`config.mk`:
```
export PLATFORM = sky130hd
export DESIGN_NAME = uart_tx
export DESIGN_NICKNAME = d
export VERILOG_FILES = /design/src/rtl/uart_tx.sv
export SDC_FILE = /design/constraint.sdc
export NUM_CORES = 1
export LEC_CHECK = 0
export ABC_AREA = 1
export BUFFER_PORTS_ARGS = -buffer_cell sky130_fd_sc_hd__clkbuf_2
export CAP_MARGIN = 25
export CORE_UTILIZATION = 57
export CTS_CLUSTER_SIZE = 24
export DETAILED_ROUTE_END_ITERATION = 10
export PLACE_DENSITY_LB_ADDON = 0.1
export SLEW_MARGIN = 20
export SYNTH_ARGS = -nofsm -noshare
export SYNTH_HDL_FRONTEND = slang
export SYNTH_SLANG_ARGS = --single-unit
export TNS_END_PERCENT = 20
```
`constraint.sdc`:
```
create_clock -name clk -period 2.5 [get_ports clk]
set_clock_uncertainty 0.15 [all_clocks]
set_input_delay 0.375 -clock clk [delete_from_list [all_inputs] [get_ports clk]]
set_output_delay 0.375 -clock clk [all_outputs]
set_load 0.03 [all_outputs]
```
`src/rtl/uart_tx.sv`:
```
// uart_tx: UART transmitter, start bit, LSB-first data, optional parity, one stop bit, Prescale clk per bit.
module uart_tx #(
  parameter int DATA_WIDTH     = 8,
  parameter int PRESCALE_WIDTH = 6
) (
  input  logic                      clk,
  input  logic                      rst,
  input  logic [DATA_WIDTH-1:0]     P_DATA,
  input  logic                      DATA_VALID,
  input  logic                      PAR_EN,
  input  logic                      PAR_TYP,
  input  logic [PRESCALE_WIDTH-1:0] Prescale,
  output logic                      TX_OUT,
  output logic                      BUSY
);
  localparam int IW = $clog2(DATA_WIDTH);
  typedef enum logic [2:0] {IDLE, START, DATA, PARITY, STOP} state_t;
  state_t                    state_q, state_d;
  logic [PRESCALE_WIDTH-1:0] cnt_q, cnt_d, pre_q, pre_d;
  logic [IW-1:0]             idx_q, idx_d;
  logic [DATA_WIDTH-1:0]     data_q, data_d;
  logic                      par_en_q, par_en_d, par_typ_q, par_typ_d;
  logic                      tx_q, tx_d, busy_q, busy_d;
  logic                      last, par_bit;
  always_comb begin
    state_d   = state_q;
    cnt_d     = cnt_q;
    idx_d     = idx_q;
    data_d    = data_q;
    pre_d     = pre_q;
    par_en_d  = par_en_q;
    par_typ_d = par_typ_q;
    last      = cnt_q == pre_q - 1'b1;
    par_bit   = par_typ_q ? ~^data_q : ^data_q;
    if (state_q == IDLE) begin
      if (!busy_q && DATA_VALID) begin
        state_d   = START;
        cnt_d     = '0;
        data_d    = P_DATA;
        par_en_d  = PAR_EN;
        par_typ_d = PAR_TYP;
        pre_d     = (Prescale == '0) ? PRESCALE_WIDTH'(1) : Prescale;
      end
    end else begin
      cnt_d = last ? '0 : cnt_q + 1'b1;
      if (last) begin
        idx_d   = (state_q == DATA) ? idx_q + 1'b1 : '0;
        state_d = (state_q == START)  ? DATA :
                  (state_q == DATA)   ? ((idx_q == IW'(DATA_WIDTH-1)) ? (par_en_q ? PARITY : STOP) : DATA) :
                  (state_q == PARITY) ? STOP : IDLE;
      end
    end
    // Output is registered, so it is derived from the state being entered.
    tx_d   = (state_d == START)  ? 1'b0 :
             (state_d == DATA)   ? data_q[idx_d] :
             (state_d == PARITY) ? par_bit : 1'b1;
    busy_d = state_d != IDLE;
  end
  always_ff @(posedge clk) begin
    if (rst) begin
      state_q   <= IDLE;
      cnt_q     <= '0;
      idx_q     <= '0;
      data_q    <= '0;
      pre_q     <= '0;
      par_en_q  <= 1'b0;
      par_typ_q <= 1'b0;
      tx_q      <= 1'b1;
      busy_q    <= 1'b0;
    end else begin
      state_q   <= state_d;
      cnt_q     <= cnt_d;
      idx_q     <= idx_d;
      data_q    <= data_d;
      pre_q     <= pre_d;
      par_en_q  <= par_en_d;
      par_typ_q <= par_typ_d;
      tx_q      <= tx_d;
      busy_q    <= busy_d;
    end
  end
  assign TX_OUT = tx_q;
  assign BUSY   = busy_q;
endmodule

```
==> results of run 1 <==
final cells by class:
cell class	instances	area, µm²	area share (%)
Tap cell	31	38.79	2.090
Clock buffer	8	78.83	4.248
Timing Repair Buffer	22	115.1	6.204
Inverter	27	101.3	5.462
Multi-Input combinational cell	179	920.9	49.63
Sequential cell	30	600.6	32.37
critical path: stages, from the launching register on:
cell and delay, ns:
dfxtp_1 0.39, inv_1 0.09, ha_1 0.31, xnor2_1 0.12, nor2_1 0.13, nand3_2 0.15
nor2_8 0.17, nand2_4 0.10, nand2_2 0.10, nand2_1 0.07, nand2_1 0.06, nand3_1 0.08
nand3_1 0.08, nand3_1 0.06, nand2_1 0.06, nand2_1 0.04
path summary, 6_finish.rpt:
check	slack, ns	startpoint	endpoint
max	0.24	pre_q[0]$_SDFFE_PP0P_	TX_OUT$_SDFF_PP1_
min	0.11	P_DATA[2]	data_q[2]$_SDFFE_PP0P_
max reg2reg	0.24	pre_q[0]$_SDFFE_PP0P_	TX_OUT$_SDFF_PP1_
min reg2reg	0.34	pre_q[5]$_SDFFE_PP0P_	pre_q[5]$_SDFFE_PP0P_
layout by cell type (no fill, tap or decap), types with 2 or more instances in the layout:
| cell type | instances |
|---|---|
| nand3_2 | 2 |
| o21ai_0 | 16 |
| nand3_1 | 25 |
| inv_2 | 6 |
| clkbuf_8 | 3 |
| clkbuf_2 | 20 |
| o21ai_1 | 3 |
| xor2_1 | 6 |
| nand2_1 | 50 |
| a211oi_1 | 2 |
| inv_1 | 21 |
| xnor2_1 | 6 |
| nor2_1 | 38 |
| nand2_2 | 3 |
| dfxtp_1 | 30 |
| buf_4 | 2 |
| a21oi_1 | 11 |
| clkbuf_4 | 5 |
| nor3_1 | 2 |
| nor2_2 | 2 |
| ha_1 | 4 |
| a31oi_1 | 2 |
cell families (layout without fill, tap and decap cells):
logic type,count (synthesis),after routing,share of synthesized area [%]
adders and majority gates,4,4,3.049
AOI/OAI and AO/OA,37,37,12.27
DFF,30,30,36.59
buffers and inverters,32,57,7.317
and+or+nand+nor,126,126,34.38
xor gates and xnor gates,12,12,6.402
report_power, final:
group | internal, mW | switching, mW | leakage (nW) | total [mW]
logic | 0.108 | 0.166 | 0.588 | 0.274
clock network | 0.192 | 0.166 | 0.0446 | 0.358
registers | 0.518 | 0.0342 | 0.246 | 0.552
total | 0.818 | 0.366 | 0.878 | 1.18
flip-flops by register name (all words and copies together), names as in the netlist:
name       flops
BUSY           1
TX_OUT         1
cnt_q          6
data_q         8
idx_q          3
par_en_q       1
par_typ_q      1
pre_q          6
state_q        3
layer usage:
| layer | share of wire [%] | up-vias | wire (µm) |
|---|---|---|---|
| met5 | 0 | - | 0 |
| met2 | 42 | 31 | 1356 |
| met1 | 52 | 645 | 1680 |
| li1 | - | 822 | - |
| met4 | 1.8 | 0 | 57 |
| met3 | 4.5 | 6 | 145 |
==> flow_summary.ini, run 1 <==
[synthesis]
synthDistinctLibCells = 26
synth-seq-cells = 30
yosysMostFrequentCell = nand2_1
yosys.area.top_type = dfxtp_1
synth_common_cells = 50 x nand2_1, 38 x nor2_1, 30 x dfxtp_1
synthCells = 241
synth-async-reset-ratio_pct = 0
ys_warn_count = 0
synth_area_mm2 = 0.001642
synth-edff-count = 0
synth_flop_cell = dfxtp_1
syn_area_per_cell_um2 = 6.812
yosysSeqAreaShare_pct = 36.59
synth_top_area_share_pct = 36.59
synth.top_cells.by_area = dfxtp_1 37%, nand2_1 11%, nor2_1 8.7%
synth_nets = 264

[pwr]
powerDensity_mw_per_mm2 = 638.0
power.leakage_nw = 0.8784
power_mw = 1.184
ir_drop_mv = 0.5306

[grt]
track_usage_pct = 23.07
grt_max_degree = 23
grt_pass1_vias = 1305
use_met1_pct = 30.87
busiest_layer = met2
grtUsageMet3_pct = 7.907
grt_pass1_wl_um = 5526
overflow = 0
globalRouteMet2Util_pct = 33.05
antenna_found_initial = 0

[min_path]
whs_path_depth = 3
hp-class = in -> reg

[layout]
fillCellCount = 263
nNetsFinal = 288
drive_gt1_share_pct = 17.29
post-route-util_pct = 67.87
antennaDiodeCount = 0
final_cells = 297
synthToLayoutAreaGrowth_pct = 13.03
fin_area_mm2 = 0.001856

[route]
detail-route-antenna-nets = 0
firstDrtPassIters = 4
vias = 1504
drt-total-wl_um = 3240
drt_iter0_markers = 45
avgViaCountPerCell = 5.064
route.detailed.drc = 0
wire_per_inst_um = 10.91

[floorplan]
num_rows = 19
start_util_pct = 60.05
ios = 21
dieArea_mm2 = 0.003099
core-area_mm2 = 0.002734
die_h_um = 55.67
die_w_um = 55.67

[placed_design]
dp_slack_ns = 0.2534
port_buffers = 20
dpl.cell_count = 289
postPlaceCellArea_mm2 = 0.001777
place_congestion = 0.8894
dp_hpwl_um = 2399

[timing]
maxSlewViolCount = 0
fin_crit_sh_pct = 90.24
rsz0062_at_grt = false
tightest_slew_ns = 0.6016
finalSetupViolCount = 0
holdWs_ns = 0.1110
fmax_ghz = 0.4433
max_slew_margin_pct = 59.85
hold_viol_final = 0
worst_slack_ns = 0.2441
fin_crit_ns = 2.256
finalSetupTns_ns = 0

[clocking]
htreeDepth = 2
cts_setup_buffers = 0
worstSkewPairLatency_ns = 0.33
clkSinkCount = 30
numCtsBuffers = 5
cts_tree = yes
root_buffer = clkbuf_4
post_cts_resize_count = 0
clock_path_buffers = 2
clkTransAtPathRegs_ns = 0.09
ctsHoldBuffers = 0

[setup_path]
cp.required_ns = 2.59
cp_max_fo = 7
cp_data_arrival_time_ns = 2.35
crit_path_end_kind = flip-flop
cp-start-kind = flip-flop
rr_worst_depth = 15
timing_worst_setup_path_type = reg -> reg

[run_status]
status = finished clean

[job]
max_cap_violations = 0
Note: power is estimated with default switching activity, not from simulation.
==> run 2, diff against run 1 <==
BUFFER_PORTS_ARGS = -buffer_cell sky130_fd_sc_hd__buf_2   (was -buffer_cell sky130_fd_sc_hd__clkbuf_2)
==> flow_summary.ini, run 2 (synthesis gave the netlist of run 1 again) <==
[layout]
final_common_cell = nand2_1
drive_gt1_share_pct = 17.29
largest_reg_flops = 8
largestRegisters = data_q (8), cnt_q (6), pre_q (6)
synthToLayoutAreaGrowth_pct = 13.26
layout_common_cells = 50 x nand2_1, 38 x nor2_1, 30 x dfxtp_1, 25 x nand3_1, 21 x inv_1
nNetsFinal = 288
antennaDiodeCount = 0
largest-register = data_q

[floorplan]
start_util_pct = 60.05
num_rows = 19
dieArea_mm2 = 0.003099
core-area_mm2 = 0.002734
die_h_um = 55.67
ios = 21
die_w_um = 55.67

[clocking]
cts_tree = yes
post_cts_resize_count = 0
numCtsBuffers = 5
ctsHoldBuffers = 0
root_buffer = clkbuf_4
htreeDepth = 2
worstSkewPairLatency_ns = 0.34
clock_path_buffers = 2
clkTransAtPathRegs_ns = 0.11
clkSinkCount = 30
cts_setup_buffers = 0

[pwr]
power.leakage_nw = 0.8669
powerDensity_mw_per_mm2 = 658.3
ir_drop_mv = 0.8280

[timing]
holdWs_ns = 0.09646
fin_crit_ns = 2.282
fmax_ghz = 0.4382
maxSlewViolCount = 0
hold_viol_final = 0
fin_crit_sh_pct = 91.27
rsz0062_at_grt = false
finalSetupViolCount = 0
max_slew_margin_pct = 58.76
finalSetupTns_ns = 0
tightest_slew_ns = 0.6180

[setup_path]
crit_path_end_kind = flip-flop
cp_slowest_cell = dfxtp_1
cp_data_arrival_time_ns = 2.37
cp_max_fo = 7
cpPeakStageDelay_ns = 0.41
cp-start-kind = flip-flop
crit_family = simple AND/OR/NAND/NOR gates
timing_worst_setup_path_type = reg -> reg
cp.required_ns = 2.59
cp.buffers_inverters = 1
crit_path_frequent_cell = nand2_1
crit_chain = inv_1 > ha_1 > xnor2_1 > nor2_1 > nand3_2 > nor2_8 > nand2_4 > nand2_2 > nand2_1 > nand2_1 > nand3_1 > nand3_1 > nand3_1 > nand2_1 > nand2_1

[placed_design]
place_congestion = 0.8868
dp_hpwl_um = 2507
port_buffers = 20

[grt]
grt_pass1_vias = 1398
overflow = 0
track_usage_pct = 24.73
grt_pass1_wl_um = 5961
antenna_found_initial = 0
grt_max_degree = 23

[route]
drt-total-wl_um = 3290
avgViaCountPerCell = 5.202
drt_iter0_markers = 35
vias = 1545
wire_per_inst_um = 11.08
detail-route-antenna-nets = 0
firstDrtPassIters = 4
route.detailed.drc = 0

[min_path]
hp-class = in -> reg

[run_status]
status = finished clean

[job]
max_cap_violations = 0
-- run 2: changes by cell type in the layout (fill, tap and decap cells not counted) --
cell	delta
buf_2	+20
clkbuf_2	-20
clkbuf_8	-3
clkinvlp_4	+2
bufinv_16	+1
-- run 2: stage by stage --
stage                     utilization (%)  area [µm²]  setup slack, ns  std cells  total power, mW
after floorplan                         -        1642           0.4440        241           0.7686
after global placement              64.99        1777           0.3158        289           0.8345
after detailed placement            64.99        1777           0.2421        289           0.8402
after CTS                           68.01        1859           0.2281        297            1.235
after global routing                68.01        1859          0.05071        297            1.293
final                               68.01        1859           0.2182        297            1.224
-- run 2: routing by layer --
metal | share of wire [%] | track usage (%)
met1 | 50 | 32.89
met2 | 42 | 35.11
met3 | 5.2 | 8.140
met4 | 2.8 | 13.93
met5 | 0 | 0
-- run 2: power breakdown --
group / switching [mW] / leakage, nW / internal (mW)
clock network: 0.185 / 0.0374 / 0.210
registers: 0.0355 / 0.246 / 0.518
logic: 0.167 / 0.583 / 0.108
total: 0.388 / 0.867 / 0.836
-- run 2: tightest hold or removal path, stage by stage --
cell	delay, ns
buf_2	0.07
nor2_1	0.03
nor2_1	0.08
-- run 2: final timing paths --
path         slack, ns  cells after the start                  start                     end
max               0.22                     15  pre_q[0]$_SDFFE_PP0P_       TX_OUT$_SDFF_PP1_
min                0.1                      3                PAR_TYP  par_typ_q$_SDFFE_PP0P_
max reg2reg       0.22                     15  pre_q[0]$_SDFFE_PP0P_       TX_OUT$_SDFF_PP1_
min reg2reg       0.34                      2  pre_q[5]$_SDFFE_PP0P_   pre_q[5]$_SDFFE_PP0P_
-- run 2: cell type report --
cell class | count | area (µm²)
Multi-Input combinational cell | 179 | 920.9
Clock inverter | 3 | 45.04
Clock buffer | 5 | 37.54
Inverter | 27 | 101.3
Sequential cell | 30 | 600.6
Fill cell | 263 | 874.6
Timing Repair Buffer | 22 | 115.1
Tap cell | 31 | 38.79
==> run 3, diff against run 2 <==
PLACE_DENSITY_LB_ADDON = 0.12   (was 0.1)
==> flow_summary.ini, run 3 (synthesis gave the netlist of run 1 again) <==
[run_status]
status = finished clean

[route]
firstDrtPassIters = 4
route.detailed.drc = 0
vias = 1534
drt_iter0_markers = 45
wire_per_inst_um = 10.87
avgViaCountPerCell = 5.165
drt-total-wl_um = 3228
detail-route-antenna-nets = 0

[layout]
nNetsFinal = 288
synthToLayoutAreaGrowth_pct = 12.96
largestRegisters = data_q (8), cnt_q (6), pre_q (6)
largest_reg_flops = 8
final_common_cell = nand2_1
fillCellCount = 250
fin_area_mm2 = 0.001854
drive_gt1_share_pct = 17.29
final_cells = 297
largest-register = data_q
antennaDiodeCount = 0
layout_common_cells = 50 x nand2_1, 38 x nor2_1, 30 x dfxtp_1, 25 x nand3_1, 21 x inv_1

[setup_path]
rr_worst_depth = 15
cp-start-kind = flip-flop
cp.buffers_inverters = 2
crit_path_end_kind = flip-flop
cp_data_arrival_time_ns = 2.32
cp_slowest_cell = dfxtp_1
crit_chain = inv_1 > ha_1 > xnor2_1 > nor2_1 > nand3_2 > nor2_8 > nand2_4 > inv_2 > nand2_1 > nand2_2 > nand3_1 > nand3_1 > nand3_1 > nand2_1 > nand2_1
cpPeakStageDelay_ns = 0.39
timing_worst_setup_path_type = reg -> reg
cp.depth = 15
cp_max_fo = 7
cp.required_ns = 2.59
crit_family = simple AND/OR/NAND/NOR gates

[placed_design]
port_buffers = 20
dp_slack_ns = 0.2864
place_congestion = 0.9171
postPlaceCellArea_mm2 = 0.001777
dpl.cell_count = 289
dp_hpwl_um = 2418

[floorplan]
start_util_pct = 60.05
num_rows = 19
die_w_um = 55.67
ios = 21
core-area_mm2 = 0.002734
dieArea_mm2 = 0.003099
die_h_um = 55.67

[timing]
hold_viol_final = 0
fin_crit_ns = 2.235
holdWs_ns = 0.09983
max_slew_margin_pct = 60.47
fmax_ghz = 0.4474
finalSetupTns_ns = 0
finalSetupViolCount = 0
fin_crit_sh_pct = 89.40
tightest_slew_ns = 0.5923
maxSlewViolCount = 0
worst_slack_ns = 0.2649
rsz0062_at_grt = false

[clocking]
clkTransAtPathRegs_ns = 0.10
post_cts_resize_count = 0
worstSkewPairLatency_ns = 0.34
numCtsBuffers = 5
htreeDepth = 2
cts_setup_buffers = 0
ctsHoldBuffers = 0
clock_path_buffers = 2
clkSinkCount = 30
cts_tree = yes
root_buffer = clkbuf_4

[pwr]
p_seq_share_pct = 45.6
powerDensity_mw_per_mm2 = 652.7
ir_drop_mv = 0.5437
p_comb_share_pct = 22.8
power.switching_mw = 0.3770
p_int_mw = 0.8333
clkPwrFrac_pct = 31.6
switching_share_pct = 31.15
power.leakage_nw = 0.8744

[grt]
grt_pass1_vias = 1350
antenna_found_initial = 0
grt_pass1_wl_um = 5602
grt_max_degree = 23
overflow = 0
track_usage_pct = 23.08

[min_path]
whs_path_depth = 3
hp-class = in -> reg

[job]
max_cap_violations = 0
-- run 3: cell types whose count changed in the layout (fill, tap and decap cells not counted) --
cell        change
clkinv_2        +2
clkinvlp_4      -2
-- run 3: final cells by class --
type	instances	area [µm²]	share of cell area, %
repair buffers	22	115.1	6.208
well taps	31	38.79	2.092
inverters	27	101.3	5.466
flip-flops and latches	30	600.6	32.39
clock buffers	5	37.54	2.024
clock inverters	3	40.04	2.159
multi-input cells	179	920.9	49.66
-- run 3: worst paths after layout --
path,from,slack (ns),end
min reg2reg,pre_q[3]$_SDFFE_PP0P_,0.34,pre_q[3]$_SDFFE_PP0P_
max,pre_q[0]$_SDFFE_PP0P_,0.26,TX_OUT$_SDFF_PP1_
max reg2reg,pre_q[0]$_SDFFE_PP0P_,0.26,TX_OUT$_SDFF_PP1_
min,P_DATA[0],0.1,data_q[0]$_SDFFE_PP0P_
-- run 3: worst register-to-register path, cell delays in order (launching register included) --
cell     delay (ns)
dfxtp_1        0.39
inv_1          0.09
ha_1           0.31
xnor2_1        0.12
nor2_1         0.11
nand3_2        0.13
nor2_8         0.16
nand2_4        0.10
inv_2          0.09
nand2_1        0.06
nand2_2        0.08
nand3_1        0.08
nand3_1        0.08
nand3_1        0.08
nand2_1        0.06
nand2_1        0.04
-- run 3: power groups by stage --
| stage | logic [mW] | clock network, mW | registers, mW |
|---|---|---|---|
| finish | 0.276 | 0.382 | 0.552 |
| global route | 0.314 | 0.402 | 0.556 |
| CTS | 0.278 | 0.389 | 0.551 |
| detailed placement | 0.277 | 0 | 0.563 |
| global placement | 0.273 | 0 | 0.562 |
| floorplan | 0.205 | 0 | 0.563 |
-- run 3: layer usage --
metal  global-route usage, %  part of all wire, %  wire [µm]
met4                   14.29                  3.2        103
met1                   31.07                   51       1638
met3                   5.116                  4.7        152
met2                   33.56                   41       1334
met5                       0                    0          0
-- run 3: metrics by stage --
| stage | utilization, % | power, mW |
|---|---|---|
| final | 67.83 | 1.210 |
| after global routing | 67.83 | 1.272 |
| after CTS | 67.83 | 1.219 |
| after detailed placement | 64.99 | 0.8396 |
| after global placement | 64.99 | 0.8349 |
| after floorplan | - | 0.7686 |
